===== src/rtl/mod_cu_if.sv =====
// Control/status bundle between the modulo control unit and its datapath/requester.
interface mod_cu_if;
    logic        start;
    logic        less_than;
    logic        isAssgn;
    logic        isComp;
    logic        isSub;
    logic        assgn;
    logic        isDone;
    logic        busy;
    logic        done;
    logic        err;
    logic [15:0] iter_cnt;

    // Requester/datapath side: drives start and the compare result, observes strobes.
    modport master (
        output start, less_than,
        input  isAssgn, isComp, isSub, assgn, isDone, busy, done, err, iter_cnt
    );

    // Control-unit side.
    modport slave (
        input  start, less_than,
        output isAssgn, isComp, isSub, assgn, isDone, busy, done, err, iter_cnt
    );
endinterface


===== src/rtl/mod_cu.sv =====
// Moore control unit sequencing a repeated-subtract modulo datapath; MOD_CU_ITER_LIMIT_EN adds an iteration cap.
// Latency: FIN reached 4k+5 edges after start is sampled (k subtracts), 4k+4 on an iteration-limit abort.
// Backpressure: none; start is only sampled in IDLE and ignored while busy.
module mod_cu #(
    parameter logic [15:0] ITER_MAX = 16'hFFFF
) (
    input  logic     CLK,
    input  logic     RST,
    mod_cu_if.slave  bus
);

    typedef enum logic [2:0] {
        ST_IDLE,
        ST_LOAD,
        ST_COMP,
        ST_CHECK,
        ST_SUB,
        ST_ASGN,
        ST_DONE,
        ST_FIN
    } state_t;

    state_t      r_state;
    state_t      w_next;
    logic        w_limit;
    logic [15:0] r_iter_cnt;
    logic        r_is_assgn;
    logic        r_is_comp;
    logic        r_is_sub;
    logic        r_assgn;
    logic        r_is_done;
    logic        r_busy;
    logic        r_done;
    logic        r_err;

`ifdef MOD_CU_ITER_LIMIT_EN
    assign w_limit = (r_iter_cnt == ITER_MAX);
`else
    logic [15:0] w_unused_iter_max;
    assign w_unused_iter_max = ITER_MAX;
    assign w_limit           = 1'b0;
`endif

    always_comb begin
        w_next = r_state;
        case (r_state)
            ST_IDLE:  w_next = bus.start ? ST_LOAD : ST_IDLE;
            ST_LOAD:  w_next = ST_COMP;
            ST_COMP:  w_next = ST_CHECK;
            ST_CHECK: begin
                if (bus.less_than)
                    w_next = ST_DONE;
                else if (w_limit)
                    w_next = ST_FIN;
                else
                    w_next = ST_SUB;
            end
            ST_SUB:   w_next = ST_ASGN;
            ST_ASGN:  w_next = ST_COMP;
            ST_DONE:  w_next = ST_FIN;
            ST_FIN:   w_next = ST_IDLE;
            default:  w_next = ST_IDLE;
        endcase
    end

    // Outputs are registered from the next state, so they always match the current state.
    always_ff @(posedge CLK) begin
        if (RST) begin
            r_state    <= ST_IDLE;
            r_iter_cnt <= 16'd0;
            r_is_assgn <= 1'b0;
            r_is_comp  <= 1'b0;
            r_is_sub   <= 1'b0;
            r_assgn    <= 1'b0;
            r_is_done  <= 1'b0;
            r_busy     <= 1'b0;
            r_done     <= 1'b0;
            r_err      <= 1'b0;
        end else begin
            r_state    <= w_next;
            r_is_assgn <= (w_next == ST_LOAD);
            r_is_comp  <= (w_next == ST_COMP);
            r_is_sub   <= (w_next == ST_SUB);
            r_assgn    <= (w_next == ST_ASGN);
            r_is_done  <= (w_next == ST_DONE);
            r_busy     <= (w_next != ST_IDLE);
            r_done     <= (w_next == ST_FIN);
`ifdef MOD_CU_ITER_LIMIT_EN
            r_err      <= (r_state == ST_CHECK) && (w_next == ST_FIN);
`else
            r_err      <= 1'b0;
`endif
            if (w_next == ST_LOAD)
                r_iter_cnt <= 16'd0;
            else if ((w_next == ST_SUB) && (r_iter_cnt != 16'hFFFF))
                r_iter_cnt <= r_iter_cnt + 16'd1;
        end
    end

    assign bus.isAssgn  = r_is_assgn;
    assign bus.isComp   = r_is_comp;
    assign bus.isSub    = r_is_sub;
    assign bus.assgn    = r_assgn;
    assign bus.isDone   = r_is_done;
    assign bus.busy     = r_busy;
    assign bus.done     = r_done;
    assign bus.err      = r_err;
    assign bus.iter_cnt = r_iter_cnt;

endmodule


===== src/flat_wrapper.sv =====
// flat-port wrapper written by rule: the top's interface ports become plain ports
module mod_cu_flat 
#(
    parameter logic [15:0] ITER_MAX = 16'hFFFF
)
  (CLK, RST, bus_start, bus_less_than, bus_isAssgn, bus_isComp, bus_isSub, bus_assgn, bus_isDone, bus_busy, bus_done, bus_err, bus_iter_cnt);
  mod_cu_if bus_i ();
  input  logic CLK;
  input  logic RST;
  input wire logic [$bits(bus_i.start)-1:0] bus_start;
  input wire logic [$bits(bus_i.less_than)-1:0] bus_less_than;
  output wire logic [$bits(bus_i.isAssgn)-1:0] bus_isAssgn;
  output wire logic [$bits(bus_i.isComp)-1:0] bus_isComp;
  output wire logic [$bits(bus_i.isSub)-1:0] bus_isSub;
  output wire logic [$bits(bus_i.assgn)-1:0] bus_assgn;
  output wire logic [$bits(bus_i.isDone)-1:0] bus_isDone;
  output wire logic [$bits(bus_i.busy)-1:0] bus_busy;
  output wire logic [$bits(bus_i.done)-1:0] bus_done;
  output wire logic [$bits(bus_i.err)-1:0] bus_err;
  output wire logic [$bits(bus_i.iter_cnt)-1:0] bus_iter_cnt;
  assign bus_i.start = bus_start;
  assign bus_i.less_than = bus_less_than;
  assign bus_isAssgn = bus_i.isAssgn;
  assign bus_isComp = bus_i.isComp;
  assign bus_isSub = bus_i.isSub;
  assign bus_assgn = bus_i.assgn;
  assign bus_isDone = bus_i.isDone;
  assign bus_busy = bus_i.busy;
  assign bus_done = bus_i.done;
  assign bus_err = bus_i.err;
  assign bus_iter_cnt = bus_i.iter_cnt;
  mod_cu #(.ITER_MAX(ITER_MAX)) u_core (.CLK(CLK), .RST(RST), .bus(bus_i));
endmodule

===== config.mk =====
export PLATFORM = sky130hd
export DESIGN_NAME = mod_cu_flat
export DESIGN_NICKNAME = d
export VERILOG_FILES = /design/src/rtl/mod_cu_if.sv /design/src/rtl/mod_cu.sv /design/src/flat_wrapper.sv
export SDC_FILE = /design/constraint.sdc
export NUM_CORES = 1
export LEC_CHECK = 0
export CORE_MARGIN = 8
export CORE_UTILIZATION = 39
export CTS_CLUSTER_DIAMETER = 200
export DETAILED_ROUTE_END_ITERATION = 7
export PLACE_DENSITY = 0.76
export SLEW_MARGIN = 10
export SYNTH_ARGS = -nofsm -noshare
export SYNTH_HDL_FRONTEND = slang
export SYNTH_SLANG_ARGS = --single-unit

===== constraint.sdc =====
create_clock -name CLK -period 1.5 [get_ports CLK]
set_input_delay 0.15 -clock CLK [delete_from_list [all_inputs] [get_ports CLK]]
set_output_delay 0.15 -clock CLK [all_outputs]
set_load 0.05 [all_outputs]

==> results of run 1 <==
worst paths after layout:
kind / from / end / depth (start not counted)
worst max-delay path: u_core.bus.iter_cnt[9]$_SDFFE_PP0P_ / u_core.bus.iter_cnt[7]$_SDFFE_PP0P_ / 6
worst min-delay path: u_core.bus.iter_cnt[15]$_SDFFE_PP0P_ / u_core.bus.iter_cnt[15]$_SDFFE_PP0P_ / 2
worst max register to register: u_core.bus.iter_cnt[9]$_SDFFE_PP0P_ / u_core.bus.iter_cnt[7]$_SDFFE_PP0P_ / 6
worst min register to register: u_core.bus.iter_cnt[15]$_SDFFE_PP0P_ / u_core.bus.iter_cnt[15]$_SDFFE_PP0P_ / 2
per-stage QoR:
stage          setup WS (ns)  TNS (ns)
4_1_cts              -0.0648    -0.578
5_1_grt               -0.211     -2.56
2_1_floorplan         -0.151     -1.00
6_report              -0.111     -1.12
3_5_place_dp          -0.398     -3.48
3_3_place_gp          -0.327     -2.64
metal layers:
metal | share of wire, % | wire length [um] | vias up | track usage [%]
met4 | 2.3 | 80 | 0 | 4.54
met5 | 0 | 0 | - | 0
met2 | 52 | 1790 | 27 | 22.8
met3 | 4.1 | 141 | 7 | 2.37
met1 | 42 | 1460 | 595 | 14.1
li1 | - | - | 620 | -
power by group:
group          switching [mW]  internal (mW)  leakage (nW)
combinational          0.0910         0.0679         0.459
sequential            0.00871          0.682         0.223
clock                   0.217          0.270        0.0279
synthesized netlist by cell type, types with 2 or more instances:
library cell   n
a21oi_1       14
and3_1         2
buf_2          4
buf_4          2
clkbuf_1       4
dfxtp_1       26
inv_1          2
mux2i_1        2
nand2_1       11
nand3_1        7
nand4_1        5
nor2_1         5
nor3_1         4
nor3b_1        2
nor4_1         5
o21ai_0        6
o31ai_1        7
or3_1          8
or4_1          8
state kept, by name, summed over array words and instances, names as in the netlist:
register and cells:
u_core.bus.assgn 1, u_core.bus.busy 1, u_core.bus.done 1, u_core.bus.isAssgn 1
u_core.bus.isComp 1, u_core.bus.isDone 1, u_core.bus.isSub 1, u_core.bus.iter_cnt 16
u_core.r_state 3
timing repair:
action,4_1_cts,5_1_grt
hold buffers,0,0
setup endpoints to repair,16,16
pin swaps,1,21
gates cloned,0,1
buffers inserted,2,7
gates resized for setup,4,28
cells by family after synthesis:
family          after synthesis  synth area share, %
simple gates                 63                 32.1
other cells                   1                0.312
fa+ha+maj                     1                 1.04
flops                        26                 43.3
compound gates               29                 14.2
buf+inv                      13                 5.73
xor+xnor                      1                0.729
mux                           3                 2.60
worst max-delay path, cell delays in order (launching register included):
cell and delay [ns]:
dfxtp_4 0.40, nand4_1 0.17, buf_4 0.16, nor4_4 0.04
buf_4 0.17, or4_4 0.48, a21oi_2 0.14
cell usage in the layout (no fill, tap or decap), drive strengths merged, types with 3 or more instances in the layout:
cell type,synthesis,layout
buf,7,57
dfxtp,26,26
a21oi,14,14
nand2,11,11
or3,8,8
or4,8,8
nand3,7,7
o31ai,7,7
o21ai,6,6
nor2,5,5
nand4,5,5
nor4,5,5
nor3,4,4
clkbuf,4,3
clkdlybuf4s50,0,3
area by class of cell:
cell class              count  area (sq um)  area share (%)
repair buffers             60           478            25.2
multi-input cells          98           742            39.1
clock buffers               3          22.5            1.19
flip-flops and latches     26           576            30.3
inverters                   2          7.51           0.396
well taps                  33          41.3            2.18
clock inverters             1          30.0            1.58
==> run_results.csv, run 1 <==
group,metric,value,unit
run_status,status,"finished, violations left",
run_status,violations,"setup timing",
route,vias,1249,
clocking,worstSkewPairLatency,0.33,ns
grt,gr-total-overflow,0,
route,vias_per_cell,5.60,
grt,antenna_found_initial,0,
timing,period_share,107,%
synthesis,seq_area_frac_synth,43.3,%
route,wirelength,3480,um
floorplanning,initial_core_util,40.0,%
clocking,cts_buffers,3,
floorplanning,dieArea,5110,sq um
placed_design,placed_area,1650,sq um
finish,finalNonFillerCells,223,
synthesis,synth-async-reset-ratio,0,%
grt,grt_max_degree,16,
timing,max_freq,621,MHz
setup_path,endpoint_kind,"flip-flop",
floorplanning,num_rows,20,
finish,area_growth_syn_to_layout,57.9,%
setup_path,regToRegSetupSlack,-0.11,ns
setup_path,crit_type,"reg -> reg",
clocking,cts_buffer_depth,2,
synthesis,syn_nets,142,
synthesis,netlist_instances,137,
grt,grt_usage,12.5,%
synthesis,synth_top_cell_by_area,"dfxtp_1",
finish,drive_gt1_share,54.2,%
timing,rsz0062_at_grt,"true",
finish,nNetsFinal,196,
grt,grt_pass1_vias,1231,
floorplanning,ios,28,
synthesis,synth_area_leaders,"dfxtp_1 43%, a21oi_1 5.8%, or4_1 5.0%",
setup_path,cp-start-kind,"flip-flop",
clocking,clk_pin_slew_worst_paths,0.15,ns
synthesis,synth_ff_type,"dfxtp_1",
clocking,clock_sinks,26,
min_path,min_path_type,"reg -> reg",
placed_design,port_buffers,26,
clocking,cts-root-buf,"clkbuf_4",
placed_design,routabilityCongestion,0.789,
synthesis,ys_warn_count,0,
flow_run,drv_cap,0,
route,drc,0,
placed_design,place_inst,209,
timing,final-hold-violation-count,0,
placed_design,dp_hpwl,2370,um
finish,antennaDiodeCount,0,
clocking,cts_tree,"done",
timing,period_needed,1.61,ns
timing,finalSetupViolCount,15,
floorplanning,die_h,71.5,um
floorplanning,core,3000,sq um
finish,design_area,1900,sq um
timing,setup_ws,-0.111,ns
route,drt_pass1_iterations,4,
pwr,p_per_area,705,nW/um^2
synthesis,ys_ff_latch,26,
timing,final_max_slew_viol_count,0,
synthesis,netlist_area,1200,sq um
pwr,p_leak,0.710,nW
setup_path,cp.required,1.78,ns
synthesis,syn_avg_cell_area,8.77,sq um
pwr,p_total,1.34,mW
finish,final_util,63.2,%
timing,fin_skew,0.0139,ns
synthesis,synth_edf_count,0,
pwr,vdd_drop_max,444,uV
route,drt_iter0_drc,52,
route,post_drt_wl_per_cell,15.6,um
setup_path,cp_max_fo,7,
setup_path,worst-endpoint-arrival,1.89,ns
synthesis,synthDominantCellAreaShare,43.3,%
route,antenna_left,0,
finish,num-fill-cells,242,
grt,grt_pass1_wl,5380,um
floorplanning,die_w,71.5,um
synthesis,synth.distinct_cells,32,
timing,holdWs,0.502,ns
clocking,htreeDepth,1,
Note: power is estimated with default switching activity, not from simulation.
==> run 2: changes to the inputs <==
--- a/config.mk
+++ b/config.mk
@@ -9,6 +9,7 @@
 export CORE_UTILIZATION = 39
 export CTS_CLUSTER_DIAMETER = 200
 export DETAILED_ROUTE_END_ITERATION = 7
+export GPL_TIMING_DRIVEN = 0
 export PLACE_DENSITY = 0.76
 export SLEW_MARGIN = 10
 export SYNTH_ARGS = -nofsm -noshare
==> run 2 against run 1 <==
Compared with the run above: the flow still finishes with violations (setup timing); highest routed layer unchanged; fmax shrank 7.2%; register-to-register slack lost 0.12 ns; critical path type unchanged; routed wire length grew 22%; sequential power is essentially flat; critical endpoint is now u_core.bus.iter_cnt[13]$_SDFFE_PP0P_.
==> run_results.csv, run 2 (same netlist as run 1, synthesis figures left out) <==
group,metric,value,unit
route,post_drt_wl_per_cell,18.2,um
finish,layout_commonest_cell,"buf_4",
setup_path,reg2reg_to,"u_core.bus.iter_cnt[13]$_SDFFE_PP0P_",
setup_path,endpoint_kind,"flip-flop",
floorplanning,die_w,71.5,um
timing,finalSetupViolCount,16,
route,drc,0,
clocking,cts_tree,"done",
min_path,min_path_type,"reg -> reg",
setup_path,cpMaxStageDelayCell,"dfxtp_4",
placed_design,pre_cts_slack,-0.608,ns
route,drt_iter0_drc,113,
clocking,cts_hold_buf,0,
timing,tns,-2.42,ns
grt,antenna_found_initial,0,
run_status,violations,"setup timing",
finish,area_growth_syn_to_layout,72.5,%
setup_path,regToRegSetupSlack,-0.24,ns
placed_design,port_buffers,26,
finish,final-seq-area,582,sq um
finish,design_area,2070,sq um
timing,period_share,116,%
timing,fin_skew,0.00836,ns
timing,final-hold-violation-count,0,
setup_path,crit_type,"reg -> reg",
placed_design,dp_hpwl,2220,um
pwr,vdd_drop_max,703,uV
route,vias,1426,
grt,gr-max-usage-layer,"met2",
grt,met3_usage,5.30,%
clocking,cts-root-buf,"clkbuf_4",
grt,grt_max_degree,16,
flow_run,drv_cap,0,
floorplanning,core,3000,sq um
min_path,holdPathEnd,"u_core.bus.iter_cnt[7]$_SDFFE_PP0P_",
setup_path,reg2reg_depth,7,
finish,antennaDiodeCount,0,
floorplanning,dieArea,5110,sq um
placed_design,routabilityCongestion,0.826,
grt,use_met2,30.0,%
clocking,clock_sinks,26,
floorplanning,die_h,71.5,um
grt,gr-total-overflow,0,
pwr,p_leak,0.828,nW
timing,period_needed,1.74,ns
finish,multi_input_area,792,sq um
timing,final_max_slew_viol_count,0,
timing,max_freq,576,MHz
floorplanning,ios,28,
finish,num-fill-cells,236,
setup_path,worst-endpoint-arrival,2.00,ns
min_path,whs_path_depth,2,
pwr,p_per_area,624,nW/um^2
timing,relSlewSlack,65.2,%
finish,drive_gt1_share,47.8,%
setup_path,path_cells,"ha_4 -> nand4_1 -> nor4_4 -> clkbuf_8 -> buf_6 -> o31ai_4 -> a21oi_4",
clocking,cts_buffer_depth,2,
grt,grt_pass1_wl,6750,um
setup_path,crit_path_start,"u_core.bus.iter_cnt[0]$_SDFFE_PP0P_",
route,vias_per_cell,6.09,
route,antenna_left,0,
finish,largest_reg_flops,16,
setup_path,cp.required,1.77,ns
clocking,cts_buffers,3,
setup_path,r2r_start,"u_core.bus.iter_cnt[0]$_SDFFE_PP0P_",
route,drt_pass1_iterations,4,
route,wirelength,4260,um
grt,grt_usage,16.2,%
placed_design,placed_area,1600,sq um
setup_path,cp_top_family,"simple AND/OR/NAND/NOR gates",
finish,nNetsFinal,207,
floorplanning,num_rows,20,
setup_path,worst-path-buf-inv,2,
clocking,clk_pin_slew_worst_paths,0.15,ns
timing,rsz0062_at_grt,"true",
floorplanning,initial_core_util,40.0,%
timing,worst_pin_slew,0.524,ns
setup_path,cpPeakStageDelay,0.40,ns
timing,setup_ws,-0.235,ns
finish,layout_common_cells,"32 x buf_4, 21 x dlygate4sd2_1, 15 x dfxtp_4",
grt,grt_pass1_vias,1391,
min_path,worstHoldStart,"u_core.bus.iter_cnt[7]$_SDFFE_PP0P_",
run_status,status,"finished, violations left",
setup_path,cp-start-kind,"flip-flop",
clocking,worstSkewPairLatency,0.33,ns
setup_path,cp_max_fo,6,
grt,gr-usage-met1,16.3,%
clocking,htreeDepth,1,
run 2: routing by layer:
layer / share of wire, % / vias to the layer above
met1: 37 / 702
met4: 2.9 / 0
met3: 7.3 / 10
met5: 0 / -
li1: - / 645
met2: 52 / 69
run 2: final cells by class:
class	instances	share of cell area (%)
multi-input combinational	98	38.2
clock buffer	4	2.29
tap	33	1.99
timing repair buffer	63	25.2
buffer	8	3.86
inverter	2	0.362
sequential	26	28.1
run 2: metrics by stage:
step	cells	utilization (%)	hold slack, ns	power, mW
2_1_floorplan	137	-	0.319	0.804
5_1_grt	234	69.0	0.531	1.35
3_3_place_gp	196	53.4	0.474	0.841
6_report	234	69.0	0.501	1.29
4_1_cts	231	65.9	0.502	1.29
3_5_place_dp	196	53.4	0.492	0.846
run 2: report_power, final:
| part | leakage (nW) | internal, mW | total [mW] | switching (mW) |
|---|---|---|---|---|
| sequential | 0.224 | 0.680 | 0.689 | 0.00858 |
| clock | 0.0261 | 0.204 | 0.428 | 0.224 |
| combinational | 0.578 | 0.0757 | 0.177 | 0.101 |
run 2: timing repair:
action,in CTS,in global routing
pin swaps,17,21
setup buffers,31,5
cloned,2,0
endpoints found under the setup margin,39,18
resized for setup,59,20
run 2: how the worst max path moves through the flow:
stage | endpoint | slack [ns] | cells past startpoint
floorplan | u_core.bus.iter_cnt[7]$_SDFFE_PP0P_ | -0.15 | 6
global placement | u_core.bus.iter_cnt[8]$_SDFFE_PP0P_ | -0.57 | 6
detailed placement | u_core.bus.iter_cnt[8]$_SDFFE_PP0P_ | -0.61 | 6
CTS | u_core.bus.iter_cnt[13]$_SDFFE_PP0P_ | -0.21 | 6
global route | u_core.bus.iter_cnt[13]$_SDFFE_PP0P_ | -0.28 | 7
finish | u_core.bus.iter_cnt[13]$_SDFFE_PP0P_ | -0.24 | 7
run 2: worst register-to-register path: cells and delay by family (launching register included):
kind	cells	cell delay [ns]
buffers and inverters	2	0.36
flip-flops	1	0.40
AO/OA/AOI/OAI	2	0.24
AND/OR/NAND/NOR	2	0.54
adder cells (fa/ha/maj)	1	0.12
==> run 3: changes to the inputs <==
--- a/config.mk
+++ b/config.mk
@@ -10,7 +10,7 @@
 export CTS_CLUSTER_DIAMETER = 200
 export DETAILED_ROUTE_END_ITERATION = 7
 export GPL_TIMING_DRIVEN = 0
-export PLACE_DENSITY = 0.76
+export PLACE_DENSITY = 0.74
 export SLEW_MARGIN = 10
 export SYNTH_ARGS = -nofsm -noshare
 export SYNTH_HDL_FRONTEND = slang
==> constraint.sdc (replaced) <==
create_clock -name CLK -period 1.6 [get_ports CLK]
set_input_delay 0.16 -clock CLK [delete_from_list [all_inputs] [get_ports CLK]]
set_output_delay 0.16 -clock CLK [all_outputs]
set_load 0.05 [all_outputs]
==> run 3 against run 2 <==
Compared with the run above: the run still ends with setup timing left; critical path depth is the same; die area unchanged; setup slack better by 0.16 ns; routed wire length down 22%; total power is 15% lower; fmax increased by 3.3%; final cell count shrank 8.5%; clock power shrank 32%; non-clock buffer count shrank 20; combinational power is 11% lower; hold slack got worse by 0.0015 ns; sequential power fell by 6.0%; critical endpoint is now u_core.bus.iter_cnt[9]$_SDFFE_PP0P_.
==> run_results.csv, run 3 (same netlist as run 1, synthesis figures left out) <==
group,metric,value,unit
run_status,status,"finished, violations left",
run_status,violations,"setup timing",
min_path,min_path_type,"reg -> reg",
route,dr.max_layer_used,"met4",
setup_path,worst-endpoint-arrival,1.94,ns
setup_path,cp_max_fo,7,
clocking,cts_tree,"done",
setup_path,worst-path-buf-inv,3,
timing,finalSetupViolCount,11,
finish,area_growth_syn_to_layout,53.2,%
route,drt_pass1_iterations,4,
setup_path,path_cells,"nand4_1 -> buf_4 -> nor4_4 -> buf_6 -> clkbuf_16 -> o31ai_2 -> a21oi_2",
setup_path,cpMaxStageDelayCell,"dfxtp_4",
grt,grt_pass1_wl,4980,um
placed_design,routabilityCongestion,0.828,
pwr,p_leak,0.716,nW
floorplanning,num_rows,20,
finish,multi_input_area,729,sq um
timing,period_needed,1.68,ns
route,wl_met2,1750,um
timing,holdWs,0.499,ns
timing,period_share,105,%
finish,final_util,61.3,%
route,wl_met1,1390,um
timing,relSlewSlack,66.3,%
pwr,power_frac_comb,14.3,%
timing,max_freq,595,MHz
finish,layout_common_cells,"23 x dlygate4sd2_1, 15 x buf_4, 15 x dfxtp_4",
clocking,clk_pin_slew_worst_paths,0.14,ns
grt,antenna_found_initial,0,
setup_path,crit_type,"reg -> reg",
finish,antennaDiodeCount,0,
grt,gr-total-overflow,0,
timing,setup_ws,-0.0793,ns
floorplanning,initial_core_util,40.0,%
grt,grt_pass1_vias,1136,
setup_path,cp_top_family,"buffers and inverters",
pwr,p_switching,0.291,mW
pwr,p_sw_share,26.6,%
finish,drive_gt1_share,37.0,%
timing,rsz0062_at_grt,"true",
placed_design,dp_hpwl,2150,um
timing,fin_skew,0.00385,ns
flow_run,drv_cap,0,
clocking,worstSkewPairLatency,0.32,ns
floorplanning,core,3000,sq um
route,wirelength,3330,um
setup_path,cpPeakStageDelay,0.41,ns
pwr,p_per_area,595,nW/um^2
timing,final-hold-violation-count,0,
route,vias,1218,
setup_path,cp.required,1.86,ns
finish,final-seq-area,582,sq um
pwr,intPower,0.803,mW
clocking,cts_buffers,3,
grt,grt_max_degree,15,
clocking,clock_sinks,26,
pwr,p_clk_share,26.5,%
route,vias_per_cell,5.69,
route,antenna_left,0,
floorplanning,dieArea,5110,sq um
pwr,vdd_drop_max,450,uV
grt,grt_usage,11.7,%
setup_path,endpoint_kind,"flip-flop",
finish,layout_commonest_cell,"dlygate4sd2_1",
floorplanning,ios,28,
clocking,cts-root-buf,"clkbuf_4",
pwr,seqPwrFrac,59.2,%
route,drc,0,
floorplanning,die_h,71.5,um
finish,num-fill-cells,260,
timing,final_max_slew_viol_count,0,
route,post_drt_wl_per_cell,15.6,um
finish,nNetsFinal,187,
clocking,htreeDepth,1,
floorplanning,die_w,71.5,um
setup_path,cp-start-kind,"flip-flop",
route,wl_met3,167,um
timing,worst_pin_slew,0.508,ns
finish,largest_reg_flops,16,
placed_design,port_buffers,26,
route,drt_iter0_drc,119,
clocking,cts_buffer_depth,2,
==> run 3: cell types whose count changed in the layout (fill, tap and decap cells not counted), moves of 2 or more <==
cell,previous run,this run
o21ai_0,2,4
buf_6,9,5
o31ai_1,3,5
clkbuf_2,3,1
dlygate4sd2_1,21,23
clkbuf_8,2,0
o31ai_4,2,0
buf_4,32,15
==> run 3: timing repair <==
action | 4_1_cts | 5_1_grt
buffers inserted | 5 | 10
resized for setup | 33 | 31
endpoints found under the setup margin | 38 | 16
gates cloned | 0 | 2
pin swaps | 5 | 13
hold buffers | 0 | 0
==> run 3: layout make-up <==
| cell class | instances | area share [%] |
|---|---|---|
| multi-input combinational | 98 | 39.6 |
| sequential | 26 | 31.6 |
| timing repair buffer | 43 | 20.7 |
| buffer | 8 | 3.94 |
| tap | 33 | 2.24 |
| clock buffer | 4 | 1.43 |
| inverter | 2 | 0.408 |
==> run 3: power groups by stage <==
| stage | combinational (mW) | sequential (mW) | clock, mW |
|---|---|---|---|
| 6_report | 0.157 | 0.648 | 0.290 |
| 5_1_grt | 0.168 | 0.649 | 0.325 |
| 4_1_cts | 0.136 | 0.646 | 0.301 |
| 3_5_place_dp | 0.130 | 0.660 | 0 |
| 3_3_place_gp | 0.127 | 0.659 | 0 |
| 2_1_floorplan | 0.0677 | 0.684 | 0 |
==> run 3: tightest hold or removal path: cells and delay by family (launching register included) <==
kind,cells,cell delay (ns)
and+or+nand+nor,1,0.05
DFF,1,0.37
muxes,1,0.05
==> run 3: final timing paths <==
kind	start	endpoint	slack, ns	depth (start not counted)
max	u_core.bus.iter_cnt[11]$_SDFFE_PP0P_	u_core.bus.iter_cnt[9]$_SDFFE_PP0P_	-0.08	7
min	u_core.bus.iter_cnt[15]$_SDFFE_PP0P_	u_core.bus.iter_cnt[15]$_SDFFE_PP0P_	0.50	2
max reg2reg	u_core.bus.iter_cnt[11]$_SDFFE_PP0P_	u_core.bus.iter_cnt[9]$_SDFFE_PP0P_	-0.08	7
min reg2reg	u_core.bus.iter_cnt[15]$_SDFFE_PP0P_	u_core.bus.iter_cnt[15]$_SDFFE_PP0P_	0.50	2
==> run 3: per-stage QoR <==
stage	setup WS, ns	power, mW	cells	cell area, sq um	setup TNS, ns
2_1_floorplan	-0.0514	0.752	137	1280	-0.179
3_3_place_gp	-0.455	0.787	196	1590	-5.76
3_5_place_dp	-0.436	0.790	196	1590	-5.74
4_1_cts	-0.148	1.08	204	1640	-1.35
5_1_grt	-0.123	1.14	214	1840	-1.27
6_report	-0.0793	1.09	214	1840	-0.517
==> run 3: routing by layer <==
metal	GRT usage (%)	vias to the layer above
li1	-	605
met1	13.5	580
met2	20.3	31
met3	2.37	2
met4	4.76	0
met5	0	-
